--- src/rtl/mem_arbiter.sv ---
// Round-robin arbiter sharing one single-port memory between an instruction-fetch
// port (I) and a load/store port (D), with one transaction in flight and a completion timeout.
module mem_arbiter #(
    parameter int unsigned TIMEOUT = 255
) (
    input  logic        clk_i,
    input  logic        reset_i,
    input  logic        i_req_i,
    input  logic [31:0] i_addr_i,
    output logic        i_gnt_o,
    output logic        i_rvalid_o,
    output logic [31:0] i_rdata_o,
    output logic        i_err_o,
    input  logic        d_req_i,
    input  logic        d_we_i,
    input  logic [31:0] d_addr_i,
    input  logic [31:0] d_wdata_i,
    input  logic [3:0]  d_be_i,
    output logic        d_gnt_o,
    output logic        d_rvalid_o,
    output logic [31:0] d_rdata_o,
    output logic        d_err_o,
    output logic        mem_req_o,
    output logic        mem_we_o,
    output logic [31:0] mem_addr_o,
    output logic [31:0] mem_wdata_o,
    output logic [3:0]  mem_be_o,
    input  logic [31:0] mem_rdata_i,
    input  logic        mem_ack_i
);

    typedef enum logic [1:0] {
        IDLE   = 2'd0,
        BUSY_I = 2'd1,
        BUSY_D = 2'd2
    } state_t;

    state_t      state;
    logic        last_d;      // 1 when the most recent grant went to D
    logic [15:0] wait_cnt;
    logic        cmd_we;
    logic [31:0] cmd_addr;
    logic [31:0] cmd_wdata;
    logic [3:0]  cmd_be;
    logic        can_grant;

    // On contention the port that did not win last time gets the grant, so the two
    // terms below are mutually exclusive.
    assign can_grant = (state == IDLE) && !reset_i;
    assign i_gnt_o   = can_grant && i_req_i && (!d_req_i || last_d);
    assign d_gnt_o   = can_grant && d_req_i && (!i_req_i || !last_d);

    assign mem_req_o   = (state != IDLE);
    assign mem_we_o    = cmd_we;
    assign mem_addr_o  = cmd_addr;
    assign mem_wdata_o = cmd_wdata;
    assign mem_be_o    = cmd_be;

    // NOTE: all state here uses non-blocking assignments so every register samples the
    // pre-edge values of the others; blocking would chain updates within one edge.
    always_ff @(posedge clk_i) begin
        if (reset_i) begin
            state      <= IDLE;
            last_d     <= 1'b0;
            wait_cnt   <= '0;
            cmd_we     <= 1'b0;
            cmd_addr   <= '0;
            cmd_wdata  <= '0;
            cmd_be     <= '0;
            i_rvalid_o <= 1'b0;
            i_err_o    <= 1'b0;
            i_rdata_o  <= '0;
            d_rvalid_o <= 1'b0;
            d_err_o    <= 1'b0;
            d_rdata_o  <= '0;
        end else begin
            i_rvalid_o <= 1'b0;
            i_err_o    <= 1'b0;
            d_rvalid_o <= 1'b0;
            d_err_o    <= 1'b0;
            case (state)
                IDLE: begin
                    if (i_gnt_o) begin
                        state     <= BUSY_I;
                        last_d    <= 1'b0;
                        wait_cnt  <= '0;
                        cmd_we    <= 1'b0;
                        cmd_addr  <= i_addr_i;
                        cmd_wdata <= '0;
                        cmd_be    <= 4'hF;
                    end else if (d_gnt_o) begin
                        state     <= BUSY_D;
                        last_d    <= 1'b1;
                        wait_cnt  <= '0;
                        cmd_we    <= d_we_i;
                        cmd_addr  <= d_addr_i;
                        cmd_wdata <= d_wdata_i;
                        cmd_be    <= d_be_i;
                    end
                end
                BUSY_I, BUSY_D: begin
                    // Ack wins over the timeout when both land in the same cycle.
                    if (mem_ack_i) begin
                        state <= IDLE;
                        if (state == BUSY_I) begin
                            i_rvalid_o <= 1'b1;
                            i_rdata_o  <= mem_rdata_i;
                        end else begin
                            d_rvalid_o <= 1'b1;
                            d_rdata_o  <= mem_rdata_i;
                        end
                    end else if (wait_cnt == 16'(TIMEOUT - 1)) begin
                        state    <= IDLE;
                        wait_cnt <= wait_cnt + 16'd1;
                        if (state == BUSY_I) begin
                            i_rvalid_o <= 1'b1;
                            i_err_o    <= 1'b1;
                            i_rdata_o  <= '0;
                        end else begin
                            d_rvalid_o <= 1'b1;
                            d_err_o    <= 1'b1;
                            d_rdata_o  <= '0;
                        end
                    end else begin
                        wait_cnt <= wait_cnt + 16'd1;
                    end
                end
                default: state <= IDLE;
            endcase
        end
    end

endmodule

--- config.mk ---
export PLATFORM = sky130hd
export DESIGN_NAME = mem_arbiter
export DESIGN_NICKNAME = d
export VERILOG_FILES = /design/src/rtl/mem_arbiter.sv
export SDC_FILE = /design/constraint.sdc
export NUM_CORES = 1
export LEC_CHECK = 0
export CORE_MARGIN = 8
export CORE_UTILIZATION = 38
export CTS_CLUSTER_DIAMETER = 40
export DETAILED_ROUTE_END_ITERATION = 10
export PLACE_DENSITY = 0.82
export SLEW_MARGIN = 25
export SYNTH_ARGS = -nofsm -noshare
export SYNTH_HDL_FRONTEND = slang
export SYNTH_SLANG_ARGS = --single-unit
--- constraint.sdc ---
create_clock -name clk_i -period 1.6 [get_ports clk_i]
set_input_delay 0.48 -clock clk_i [delete_from_list [all_inputs] [get_ports clk_i]]
set_output_delay 0.48 -clock clk_i [all_outputs]
set_load 0.01 [all_outputs]
==> results of run 1 <==
cell usage after synthesis (3+ instances only):
master / number
inv_1: 8
a41oi_1: 5
nor4_1: 4
a21oi_1: 79
and3_1: 3
o22ai_1: 4
buf_6: 9
nor2b_1: 4
o21ai_0: 33
nand4_1: 3
nor2_1: 77
a31oi_1: 4
nand2_1: 142
ha_1: 4
buf_2: 13
o21ai_1: 39
buf_4: 5
a311oi_1: 32
a22oi_1: 33
nand3_1: 8
dfxtp_1: 156
nor3_1: 5
clkbuf_1: 31
how the worst max path moves through the flow:
stage	from	end	depth (start not counted)
3_5_place_dp	d_req_i	i_gnt_o	5
2_1_floorplan	state[0]$_SDFFE_PP0P_	i_rdata_o[25]$_SDFFE_PP0P_	8
4_1_cts	state[0]$_SDFFE_PP0P_	i_gnt_o	6
3_3_place_gp	d_req_i	i_gnt_o	5
5_1_grt	state[1]$_SDFFE_PP0P_	i_gnt_o	6
6_report	state[0]$_SDFFE_PP0P_	i_gnt_o	6
power groups by stage:
stage / logic [W] / clock network [W] / registers (W)
2_1_floorplan: 0.000802 / 0 / 0.00439
3_3_place_gp: 0.00202 / 0 / 0.00429
3_5_place_dp: 0.00204 / 0 / 0.00430
4_1_cts: 0.00212 / 0.00432 / 0.00422
5_1_grt: 0.00259 / 0.00449 / 0.00426
6_report: 0.00242 / 0.00425 / 0.00424
layout make-up:
class / instances / share of cell area (%)
Timing Repair Buffer: 348 / 32.0
Inverter: 9 / 0.331
Clock inverter: 11 / 1.41
Tap cell: 216 / 2.46
Multi-Input combinational cell: 507 / 31.1
Clock buffer: 21 / 4.20
Sequential cell: 156 / 28.5
what timing repair did:
| item | in CTS | in global routing |
|---|---|---|
| pin swaps | 76 | 41 |
| gates resized for setup | 272 | 104 |
| cloned | 9 | 3 |
| buffers inserted | 7 | 5 |
| setup endpoints to repair | 279 | 155 |
sequential cells by signal, indices dropped and copies added (netlist names):
signal	flops
d_rvalid_o	1
i_err_o	1
i_rdata_o	32
mem_addr_o	32
wait_cnt	16
state	2
mem_be_o	4
i_rvalid_o	1
mem_we_o	1
d_rdata_o	32
mem_wdata_o	32
d_err_o	1
last_d	1
cell families after synthesis:
logic type,after synthesis,share of synthesized area (%)
adders and majority gates,4,0.809
AOI/OAI and AO/OA,243,24.7
buffers and inverters,69,5.93
DFF,156,50.5
and+or+nand+nor,260,18.1
placed cells by master (no fill, tap or decap), drive strengths merged, types with 9 or more instances in the layout:
cell / netlist / routed
dfxtp: 156 / 156
inv: 9 / 14
buf: 27 / 72
nand3: 9 / 9
o21ai: 72 / 72
a22oi: 33 / 33
clkdlybuf4s15: 0 / 13
nand2: 142 / 142
dlygate4sd2: 0 / 124
nor2: 77 / 77
clkdlybuf4s50: 0 / 135
a311oi: 32 / 32
a21oi: 79 / 79
clkbuf: 33 / 25
tightest hold or removal path, cell delays in order (launching register included):
cell and delay, ns:
dfxtp_1 0.31, o21ai_2 0.05, a21oi_1 0.05
layer usage:
| metal | track usage [%] | vias to the layer above | wire length (µm) |
|---|---|---|---|
| li1 | - | 3211 | - |
| met1 | 25.4 | 3256 | 9440 |
| met2 | 37.7 | 369 | 12600 |
| met3 | 9.12 | 81 | 2630 |
| met4 | 10.9 | 0 | 1030 |
| met5 | 0 | - | 0 |
stage by stage:
step                utilization, %  instance area (µm²)
floorplan                        -                 6210
global placement              59.3                 9420
detailed placement            59.3                 9420
CTS                           65.8                10500
global route                  69.1                11000
finish                        69.1                11000
==> results.py, run 1 <==
metrics = {
    "run_status": {
        "status": "finished, violations left",
        "violations": "negative setup slack",
    },
    "power": {
        "p_sw_share_pct": 27.9,
        "p_seq_share_pct": 38.9,
        "p_total_w": 0.0109,
        "pwr-share-comb_pct": 22.2,
        "ir_worst_vdd_mv": 0.709,
        "power_leakage_nw": 4.45,
        "power_density_nw_per_um2": 994,
        "internal_power_w": 0.00786,
        "power.share.clock_pct": 38.9,
        "p_switching_w": 0.00304,
    },
    "hold_path": {
        "min_to": "i_rdata_o[27]$_SDFFE_PP0P_",
        "hp-class": "flop to flop",
        "whs_path_depth": 2,
        "min_from": "i_rdata_o[27]$_SDFFE_PP0P_",
    },
    "yosys": {
        "synth_top_area_cell": "dfxtp_1",
        "synthTopCellsByArea": "dfxtp_1 (50%), nand2_1 (8.6%), a21oi_1 (6.4%)",
        "yosysUniqueCellTypes": 49,
        "synthArstFlopShare_pct": 0,
        "syn_nets": 874,
        "synth_warnings": 0,
        "synth_area_um2": 6190,
        "syn_inst": 732,
        "synth-main-ff-cell": "dfxtp_1",
        "yosysSeqAreaShare_pct": 50.5,
        "yosys.area.top_type_share_pct": 50.5,
        "ys_seq_elements": 156,
        "syn_avg_cell_area_um2": 8.45,
        "synth_enable_flop_cells": 0,
    },
    "place": {
        "place_congestion": 0.845,
        "portBuffers": 277,
        "hpwl_um": 15100,
        "dp_cells": 1217,
        "pre_cts_slack_ns": -0.688,
    },
    "critical_path": {
        "r2r_cells": 8,
        "cp_cell_sequence": "inv_2 > ha_4 > nor2b_4 > nand3_2 > inv_2 > buf_6",
        "path_buf_inv": 3,
        "start_kind": "flop",
        "cp_max_fo": 3,
        "r2r_slack_ns": -0.24,
        "crit_family": "flip-flops",
        "r2r-end": "d_rdata_o[10]$_SDFFE_PP0P_",
        "worst-endpoint-required_ns": 1.12,
        "r2r-start": "wait_cnt[0]$_SDFFE_PP0P_",
        "critPathArrivalTime_ns": 1.41,
        "critical_path_class": "flop to primary output",
        "max_stage_delay_ns": 0.32,
        "crit_slowest_cell": "dfxtp_2",
        "crit_top_cell": "inv_2",
        "endpoint_kind": "primary output",
    },
    "timing": {
        "period_share_pct": 118,
        "skew_ns": 0.00917,
        "fin_crit_ns": 1.89,
        "slew_viol_final": 0,
        "fin_ws_ns": -0.285,
        "max_freq_mhz": 530,
        "setup_viol": 118,
        "tightest_slew_ns": 0.665,
        "hold_slack_ns": 0.458,
        "fin_setup_tns_ns": -16.94,
        "relSlewSlack_pct": 55.7,
        "grt_setup_unrepaired": "yes",
        "hold_viol_final": 0,
    },
    "drt": {
        "postRouteAntennaNets": 0,
        "drc": 0,
        "vias_per_cell": 5.46,
        "wl_per_cell_um": 20.3,
        "num_vias": 6917,
        "first_pass_iters": 4,
        "dr.first_iter.drc_count": 421,
        "drt_wl_total_um": 25700,
    },
    "cells_and_area": {
        "drive_above_1_share_pct": 23.5,
        "seqCellArea_um2": 3130,
        "final_cells": 1268,
        "multi_input_area_um2": 3410,
        "final_nets": 1181,
        "n_fill_cell": 1159,
        "area_delta_synth_final_pct": 77.4,
        "diodes": 0,
    },
    "clock_network": {
        "clock_latency_ns": 0.42,
        "clkTransAtPathRegs_ns": 0.06,
        "clock-sinks": 156,
        "cts_tree": "done",
        "htree_levels": 4,
        "ctsHoldBuffers": 0,
        "ctsRootBufferMaster": "clkbuf_16",
        "clk_path_buf_depth": 2,
        "numCtsBuffers": 17,
    },
    "floorplan": {
        "die-area_um2": 20600,
        "die_h_um": 144,
        "rows": 46,
        "coreArea_um2": 15900,
        "initial_utilization_pct": 38.9,
        "num_io_pins": 278,
        "die_w_um": 144,
    },
    "job": {
        "maxCapViolCount": 0,
    },
    "grt": {
        "antenna_found_initial": 0,
        "grt_overflow_total": 0,
        "grt_pass1_wl_um": 37000,
        "grt_pass1_vias": 6915,
        "grt_use_total_pct": 22.9,
        "grt_max_degree": 65,
    },
}
Note: power is estimated with default switching activity, not from simulation.
==> run 2: changes to the inputs <==
--- a/config.mk
+++ b/config.mk
@@ -9,6 +9,7 @@
 export CORE_UTILIZATION = 38
 export CTS_CLUSTER_DIAMETER = 40
 export DETAILED_ROUTE_END_ITERATION = 10
+export HOLD_SLACK_MARGIN = 0.1
 export PLACE_DENSITY = 0.82
 export SLEW_MARGIN = 25
 export SYNTH_ARGS = -nofsm -noshare
==> results of run 2 <==
Same layout as run 1: the final DEF is identical, and so are final timing and power.
